==> src/rtl/mem_wr_arbiter.sv <==
// Round-robin arbiter funnelling three upstream AXI write ports onto one downstream
// write channel, with a single transaction outstanding at a time.
module mem_wr_arbiter #(
  parameter int NPORT = 3,
  parameter int IDW   = 4
) (
  input  logic                 aclk,
  input  logic                 aresetn,
  input  logic [NPORT-1:0]     s_awvalid,
  output logic [NPORT-1:0]     s_awready,
  input  logic [NPORT*IDW-1:0] s_awid,
  input  logic [NPORT*32-1:0]  s_awaddr,
  input  logic [NPORT*8-1:0]   s_awlen,
  input  logic [NPORT-1:0]     s_wvalid,
  output logic [NPORT-1:0]     s_wready,
  input  logic [NPORT-1:0]     s_wlast,
  input  logic [NPORT*32-1:0]  s_wdata,
  input  logic [NPORT*4-1:0]   s_wstrb,
  output logic [NPORT-1:0]     s_bvalid,
  input  logic [NPORT-1:0]     s_bready,
  output logic [IDW-1:0]       s_bid,
  output logic [1:0]           s_bresp,
  output logic                 m_awvalid,
  input  logic                 m_awready,
  output logic [IDW+1:0]       m_awid,
  output logic [31:0]          m_awaddr,
  output logic [7:0]           m_awlen,
  output logic                 m_wvalid,
  input  logic                 m_wready,
  output logic [31:0]          m_wdata,
  output logic [3:0]           m_wstrb,
  output logic                 m_wlast,
  input  logic                 m_bvalid,
  output logic                 m_bready,
  input  logic [IDW+1:0]       m_bid,
  input  logic [1:0]           m_bresp
);

  typedef enum logic [1:0] {S_IDLE, S_AW, S_W, S_B} state_t;

  state_t         r_state, w_state_nxt;
  logic [1:0]     r_grant, r_last_grant;
  logic           r_init;
  logic [IDW+1:0] r_awid;
  logic [31:0]    r_awaddr;
  logic [7:0]     r_awlen;

  logic [1:0]     w_grant, w_c0, w_c1, w_c2;
  logic           w_aw_fire, w_b_fire;
  logic [IDW-1:0] w_awid_a  [NPORT];
  logic [31:0]    w_awaddr_a[NPORT];
  logic [7:0]     w_awlen_a [NPORT];
  logic [31:0]    w_wdata_a [NPORT];
  logic [3:0]     w_wstrb_a [NPORT];

  function automatic logic [1:0] next_port(input logic [1:0] p);
    return (p >= 2'(NPORT - 1)) ? 2'd0 : p + 2'd1;
  endfunction

  always_comb begin
    for (int p = 0; p < NPORT; p++) begin
      w_awid_a[p]   = s_awid[p*IDW +: IDW];
      w_awaddr_a[p] = s_awaddr[p*32 +: 32];
      w_awlen_a[p]  = s_awlen[p*8 +: 8];
      w_wdata_a[p]  = s_wdata[p*32 +: 32];
      w_wstrb_a[p]  = s_wstrb[p*4 +: 4];
    end
  end

  // Candidates in priority order, starting just after the last completed grant.
  assign w_c0 = next_port(r_last_grant);
  assign w_c1 = next_port(w_c0);
  assign w_c2 = next_port(w_c1);

  always_comb begin
    if (s_awvalid[w_c0])      w_grant = w_c0;
    else if (s_awvalid[w_c1]) w_grant = w_c1;
    else                      w_grant = w_c2;
  end

  assign m_awid   = r_awid;
  assign m_awaddr = r_awaddr;
  assign m_awlen  = r_awlen;

  always_comb begin
    // NOTE: every output gets a default before the case, so no path infers a latch.
    w_state_nxt = r_state;
    w_aw_fire   = 1'b0;
    w_b_fire    = 1'b0;
    s_awready   = '0;
    s_wready    = '0;
    s_bvalid    = '0;
    s_bid       = '0;
    s_bresp     = '0;
    m_awvalid   = 1'b0;
    m_wvalid    = 1'b0;
    m_wdata     = '0;
    m_wstrb     = '0;
    m_wlast     = 1'b0;
    m_bready    = 1'b0;
    unique case (r_state)
      S_IDLE: begin
        // No grant while reset is asserted or in the first cycle after it.
        if (aresetn && !r_init && (|s_awvalid)) begin
          w_aw_fire          = 1'b1;
          s_awready[w_grant] = 1'b1;
          w_state_nxt        = S_AW;
        end
      end
      S_AW: begin
        m_awvalid = 1'b1;
        if (m_awready) w_state_nxt = S_W;
      end
      S_W: begin
        m_wvalid           = s_wvalid[r_grant];
        m_wdata            = w_wdata_a[r_grant];
        m_wstrb            = w_wstrb_a[r_grant];
        m_wlast            = s_wlast[r_grant];
        s_wready[r_grant]  = m_wready;
        if (s_wvalid[r_grant] && m_wready && s_wlast[r_grant]) w_state_nxt = S_B;
      end
      S_B: begin
        // Response routed by the registered grant; m_bid[IDW+1:IDW] is ignored.
        s_bvalid[r_grant] = m_bvalid;
        m_bready          = s_bready[r_grant];
        s_bid             = m_bid[IDW-1:0];
        s_bresp           = m_bresp;
        if (m_bvalid && s_bready[r_grant]) begin
          w_b_fire    = 1'b1;
          w_state_nxt = S_IDLE;
        end
      end
      default: w_state_nxt = S_IDLE;
    endcase
  end

  // NOTE: sequential state uses non-blocking assignments only.
  always_ff @(posedge aclk) begin
    if (!aresetn) begin
      // NOTE: the captured AW fields are plain registers, so they are cleared here too.
      r_state      <= S_IDLE;
      r_init       <= 1'b1;
      r_last_grant <= 2'(NPORT - 1);
      r_grant      <= '0;
      r_awid       <= '0;
      r_awaddr     <= '0;
      r_awlen      <= '0;
    end else begin
      r_state <= w_state_nxt;
      r_init  <= 1'b0;
      if (w_aw_fire) begin
        r_grant  <= w_grant;
        r_awid   <= {w_grant, w_awid_a[w_grant]};
        r_awaddr <= w_awaddr_a[w_grant];
        r_awlen  <= w_awlen_a[w_grant];
      end
      if (w_b_fire) r_last_grant <= r_grant;
    end
  end

endmodule

==> config.mk <==
export PLATFORM = sky130hd
export DESIGN_NAME = mem_wr_arbiter
export DESIGN_NICKNAME = d
export VERILOG_FILES = /design/src/rtl/mem_wr_arbiter.sv
export SDC_FILE = /design/constraint.sdc
export NUM_CORES = 1
export LEC_CHECK = 0
export CAP_MARGIN = 10
export CORE_AREA = 2 2 141 143
export CTS_CLUSTER_DIAMETER = 60
export CTS_CLUSTER_SIZE = 12
export DETAILED_ROUTE_END_ITERATION = 16
export DIE_AREA = 0 0 143 145
export GPL_ROUTABILITY_DRIVEN = 0
export HOLD_SLACK_MARGIN = 0.02
export PLACE_DENSITY = 0.68
export SETUP_SLACK_MARGIN = 0.05
export SYNTH_ARGS = -nofsm -noshare
export SYNTH_HDL_FRONTEND = slang
export SYNTH_SLANG_ARGS = --single-unit
export TNS_END_PERCENT = 30
==> constraint.sdc <==
create_clock -name aclk -period 5.31 [get_ports aclk]
set_input_delay 1.062 -clock aclk [delete_from_list [all_inputs] [get_ports aclk]]
set_output_delay 1.062 -clock aclk [all_outputs]
set_load 0.005 [all_outputs]
==> impl_metrics.env, run 1 <==
export IMPL_clockBufferDepth=2
export IMPL_wirelength_um=19600
export IMPL_cap_violations=0
export IMPL_setup_viol=0
export IMPL_rows=51
export IMPL_die_x_um=143
export IMPL_synth_area_um2=4030
export IMPL_holdBufCountCts=0
export IMPL_viasPerCell=4.64
export IMPL_hold_violations=0
export IMPL_detail_route_antenna_nets=0
export IMPL_clkTransAtPathRegs_ns=0.07
export IMPL_grt_use_total=0.178
export IMPL_cts_tree="built"
export IMPL_drt_iter0_markers=119
export IMPL_peakVddDrop_v=0.000137
export IMPL_grt_pass1_vias=5231
export IMPL_max_stage_delay_ns=0.50
export IMPL_ys_dominant_reg_cell="dfxtp_1"
export IMPL_worstPathMaxFanout=45
export IMPL_h_tree_depth=2
export IMPL_yosysWarnings=0
export IMPL_grt_max_degree=50
export IMPL_finalNetCount=1141
export IMPL_start_util=0.210
export IMPL_die_y_um=145
export IMPL_crit_chain="clkdlybuf4s50_1, and2b_4, o21bai_4, and2_2, buf_4, and3_1, clkdlybuf4s50_1"
export IMPL_p_per_area_nw_per_um2=236
export IMPL_syn_num_nets=815
export IMPL_critPathBufInv=3
export IMPL_cp_common_cell="clkdlybuf4s50_1"
export IMPL_dr_pass1_iters=4
export IMPL_slew_headroom=0.459
export IMPL_insertion_delay_ns=0.30
export IMPL_synth_edf_count=0
export IMPL_postSynthCellCount=545
export IMPL_cts_buffers_inserted=5
export IMPL_cts_num_sinks=51
export IMPL_io_pins=366
export IMPL_cts_resized=0
export IMPL_outcome="complete, no violations"
export IMPL_portBuffers=363
export IMPL_yosysTopAreaCell="dfxtp_1"
export IMPL_hold_path_class="reg2reg"
export IMPL_post_cts_buffers=0
export IMPL_grt_antenna_before_repair=1
export IMPL_slew_violations=0
export IMPL_syn_avg_cell_area_um2=7.39
export IMPL_utilization=0.416
export IMPL_cp_end_kind="output port"
export IMPL_hpwl_um=14800
export IMPL_ys_ff_latch=51
export IMPL_period_minus_slack_ns=4.29
export IMPL_cp_required_ns=4.25
export IMPL_critPathSlowestCell="clkdlybuf4s50_1"
export IMPL_grt_pass1_wl_um=29000
export IMPL_cp_top_family="buffers and inverters"
export IMPL_synth_cell_types=38
export IMPL_grt_overflow=0
export IMPL_post_drt_wl_per_cell_um=17.2
export IMPL_drc=0
export IMPL_drive_above_1_share=0.0424
export IMPL_die_area_um2=20700
export IMPL_start_kind="input pin"
export IMPL_crit_type="in2out"
export IMPL_synth_area_leaders="dfxtp_1 25%, mux2i_1 10%, a31o_1 8.7%, a211oi_1 8.2%, and2_1 7.1%"
export IMPL_skew_ns=0.00586
export IMPL_core_um2=19200
export IMPL_area_growth_pct=98.4
export IMPL_p_leak_uw=0.00274
export IMPL_yosysSeqAreaShare=0.254
export IMPL_yosysTopAreaCellShare=0.254
export IMPL_tns_ns=0
export IMPL_rsz0062_at_grt="no"
export IMPL_whs_ns=0.476
export IMPL_async_reset_ff_frac=0
export IMPL_vias=5284
export IMPL_worstPathArrival_ns=3.23
export IMPL_max_freq_mhz=233
export IMPL_ctsRootBufferMaster="clkbuf_16"
export IMPL_worst_slew_pin_slew_ns=0.811
export IMPL_min_period_over_period=0.808
## placed cells by master (no fill, tap or decap), drive strengths merged, types with 2 or more instances in the layout
master,instances
a21oi,47
and3,3
ha,5
nand2,43
clkdlybuf4s50,362
nand3b,2
o21ai,83
inv,9
o2bb2ai,2
and2,46
nand2b,2
nor2,48
buf,14
dfxtp,51
a31o,44
nand3,2
nor3,4
mux2i,42
a211oi,44
o21a,2
clkbuf,5
diode,2
## sequential cells by signal (all words and copies together), names as in the netlist
name / flops
r_last_grant: 2
m_awlen: 8
r_init: 1
r_grant: 2
m_awaddr: 32
r_state: 2
m_awid: 4
## metrics by stage
stage               instances  setup WS (ns)  power (µW)  instance area [µm²]
finish                   1139           1.02        1890                 7990
global route             1138          0.893        2020                 7990
CTS                      1137          0.995        1920                 7980
detailed placement       1129           1.00        1560                 7830
global placement         1129           1.01        1550                 7830
floorplan                 545           2.12         956                 4030
## area by class of cell
type | instances | area [µm²]
Tap cell | 265 | 332
Timing Repair Buffer | 376 | 3730
Clock inverter | 3 | 27.5
Multi-Input combinational cell | 430 | 2730
Inverter | 7 | 26.3
Sequential cell | 51 | 1020
Clock buffer | 5 | 125
Fill cell | 1956 | 11200
Antenna cell | 2 | 5.00
## Yosys cell counts (2+ instances only)
| cell type | count |
|---|---|
| and3_1 | 3 |
| nor2_1 | 48 |
| nand2_1 | 43 |
| a31o_1 | 40 |
| o2bb2ai_1 | 2 |
| mux2i_1 | 42 |
| nor3_1 | 4 |
| buf_4 | 5 |
| buf_1 | 3 |
| buf_2 | 18 |
| o21a_1 | 2 |
| o21ai_0 | 52 |
| a21oi_1 | 47 |
| nand2b_1 | 2 |
| ha_1 | 5 |
| nand3_1 | 2 |
| and2_1 | 46 |
| a31o_2 | 4 |
| dfxtp_1 | 51 |
| inv_1 | 6 |
| a211oi_1 | 44 |
| o21ai_1 | 30 |
| buf_6 | 3 |
| nand3b_1 | 2 |
| clkbuf_1 | 28 |
## path summary, 6_finish.rpt
kind	startpoint	to	slack, ns	cells after the start
min	m_awaddr[13]	m_awaddr[13]	0.48	1
max reg2reg	r_grant[1]	r_state[1]	2.95	5
max	s_awvalid[1]	s_awready[0]	1.02	7
min reg2reg	m_awaddr[13]	m_awaddr[13]	0.48	1
## cell families after synthesis
group | after synthesis | share of synthesized area
AND/OR/NAND/NOR | 157 | 0.191
adder cells (fa/ha/maj) | 5 | 0.0155
multiplexers | 42 | 0.104
buffers and inverters | 64 | 0.0755
flip-flops | 51 | 0.254
AO/OA/AOI/OAI | 226 | 0.360
## report_power, final
group          total [µW]  internal, µW  leakage (µW)  switching, µW
Combinational        1010           610       0.00224            400
Sequential            535           470      0.000420           64.5
Clock                 342           180     0.0000724            162
Total                1890          1260       0.00274            626
## metal layers
layer,vias to the layer above,wire (µm),GRT usage
li1,2620,-,-
met1,2395,7370,0.195
met2,237,9780,0.325
met3,32,1760,0.0442
met4,0,699,0.0693
met5,-,0,0
(Power assumes the default switching activity.)
==> run 2: changes to the inputs <==
Settings changed: CORE_AREA 2 2 141 143 to 2 2 140 142, DIE_AREA 0 0 143 145 to 0 0 142 144, PLACE_DENSITY 0.68 to 0.71.
Clock period 5.31 ns to 3.51 ns, I/O delays scaled along.
==> run 2 against run 1 <==
- hold slack got worse by 0.0030 ns
- setup slack got worse by 0.90 ns
- sequential power is 47% higher
- die area decreased by 1.4%
- clock power rose by 44%
- flip-flop and latch count is the same
- critical endpoint is now s_awready[1]
- cell count decreased by 2.1%
- register-to-register slack worse by 1.7 ns
- sequential share of layout area about the same
- wire length is 3.1% lower
==> impl_metrics.env, run 2 (synthesis results as in run 1) <==
export IMPL_cp_required_ns=2.81
export IMPL_slew_headroom=0.610
export IMPL_max_freq_mhz=295
export IMPL_critPathBufInv=3
export IMPL_cts_num_sinks=51
export IMPL_layout_commonest_cell="clkdlybuf4s50_1"
export IMPL_largest_reg_flops=32
export IMPL_clkTransAtPathRegs_ns=0.07
export IMPL_portBuffers=363
export IMPL_worstPathMaxFanout=4
export IMPL_grt_antenna_before_repair=2
export IMPL_h_tree_depth=2
export IMPL_slew_violations=0
export IMPL_detail_route_antenna_nets=0
export IMPL_met1_length_um=7270
export IMPL_fillCellCount=1943
export IMPL_grt_overflow=0
export IMPL_cp_end_kind="output port"
export IMPL_core_um2=19100
export IMPL_hold_path_class="reg2reg"
export IMPL_route_met3_wl_um=1540
export IMPL_peakVddDrop_v=0.000211
export IMPL_crit_chain="clkdlybuf4s50_1, and2b_4, o21bai_4, and2_2, or3_1, inv_1, clkdlybuf4s50_1"
export IMPL_hold_violations=0
export IMPL_critPathSlowestCell="clkdlybuf4s50_1"
export IMPL_finalNetCount=1144
export IMPL_io_pins=366
export IMPL_area_growth_pct=98.0
export IMPL_insertion_delay_ns=0.29
export IMPL_min_period_over_period=0.965
export IMPL_die_x_um=142
export IMPL_rsz0062_at_grt="no"
export IMPL_wirelength_um=19000
export IMPL_max_stage_delay_ns=0.54
export IMPL_vias=5340
export IMPL_start_util=0.211
export IMPL_holdBufCountCts=0
export IMPL_reg2reg_slack_ns=1.30
export IMPL_skew_ns=0.00804
export IMPL_cts_tree="built"
export IMPL_cp_depth=7
export IMPL_dr_pass1_iters=4
export IMPL_grt_pass1_wl_um=28400
export IMPL_period_minus_slack_ns=3.39
export IMPL_drt_iter0_markers=159
export IMPL_cap_violations=0
export IMPL_cts_buffers_inserted=5
export IMPL_grt_pass1_vias=5146
export IMPL_drc=0
export IMPL_cp_common_cell="clkdlybuf4s50_1"
export IMPL_post_cts_buffers=0
export IMPL_post_drt_wl_per_cell_um=17.0
export IMPL_die_area_um2=20400
export IMPL_p_leak_uw=0.00275
export IMPL_hpwl_um=14400
export IMPL_start_kind="input pin"
export IMPL_drive_above_1_share=0.0457
export IMPL_worst_slew_pin_slew_ns=0.577
export IMPL_wl_met2_um=9700
export IMPL_cts_resized=0
export IMPL_layout_common_cells="362 x clkdlybuf4s50_1, 52 x o21ai_0, 50 x dfxtp_1"
export IMPL_viasPerCell=4.79
export IMPL_worstPathArrival_ns=2.68
export IMPL_ctsRootBufferMaster="clkbuf_16"
export IMPL_grt_use_total=0.175
export IMPL_reg2reg_depth=8
export IMPL_clockBufferDepth=2
export IMPL_outcome="complete, no violations"
export IMPL_top_layer_used="met4"
export IMPL_crit_type="in2out"
export IMPL_grt_max_degree=50
export IMPL_cp_top_family="buffers and inverters"
export IMPL_die_y_um=144
export IMPL_min_path_cells=1
export IMPL_tns_ns=0
export IMPL_rows=51
export IMPL_p_per_area_nw_per_um2=354
export IMPL_setup_viol=0
export IMPL_setup_slack_ns=0.124
export IMPL_pre_cts_ws_ns=0.121
==> run 2: cell count changes in the layout (fill, tap and decap cells not counted), sizes merged <==
cell,previous run,this run
buf,14,17
clkbuf,5,6
clkinv,0,1
inv,9,7
==> run 2: layout make-up <==
type / instances / area (µm²) / area share
Multi-Input combinational cell: 430 / 2730 / 0.342
Inverter: 7 / 26.3 / 0.00330
Timing Repair Buffer: 379 / 3750 / 0.470
Tap cell: 238 / 298 / 0.0374
Sequential cell: 51 / 1020 / 0.128
Antenna cell: 2 / 5.00 / 0.000628
Clock buffer: 6 / 129 / 0.0162
Clock inverter: 2 / 12.5 / 0.00157
==> run 2: through the flow <==
step,total power [µW],hold slack (ns),instance area [µm²],std cells,utilization
detailed placement,2360,0.462,7820,1105,0.410
floorplan,1450,0.468,4030,545,-
global placement,2340,0.455,7820,1105,0.410
global route,3030,0.494,7970,1115,0.418
CTS,2870,0.479,7960,1113,0.417
finish,2820,0.473,7970,1115,0.418
==> run 2: path summary, 6_finish.rpt <==
check	from	endpoint
worst max-delay path	s_awvalid[1]	s_awready[1]
worst min-delay path	m_awaddr[19]	m_awaddr[19]
worst max register to register	r_state[0]	m_awaddr[8]
worst min register to register	m_awaddr[19]	m_awaddr[19]
==> run 2: report_power, final <==
group	switching (µW)	total (µW)	internal [µW]
combinational	616	1540	925
sequential	73.2	785	712
clock	229	493	264
==> run 2: layer usage <==
layer,track usage,vias up
li1,-,2633
met1,0.194,2434
met2,0.324,247
met3,0.0470,26
met4,0.0605,0
met5,0,-
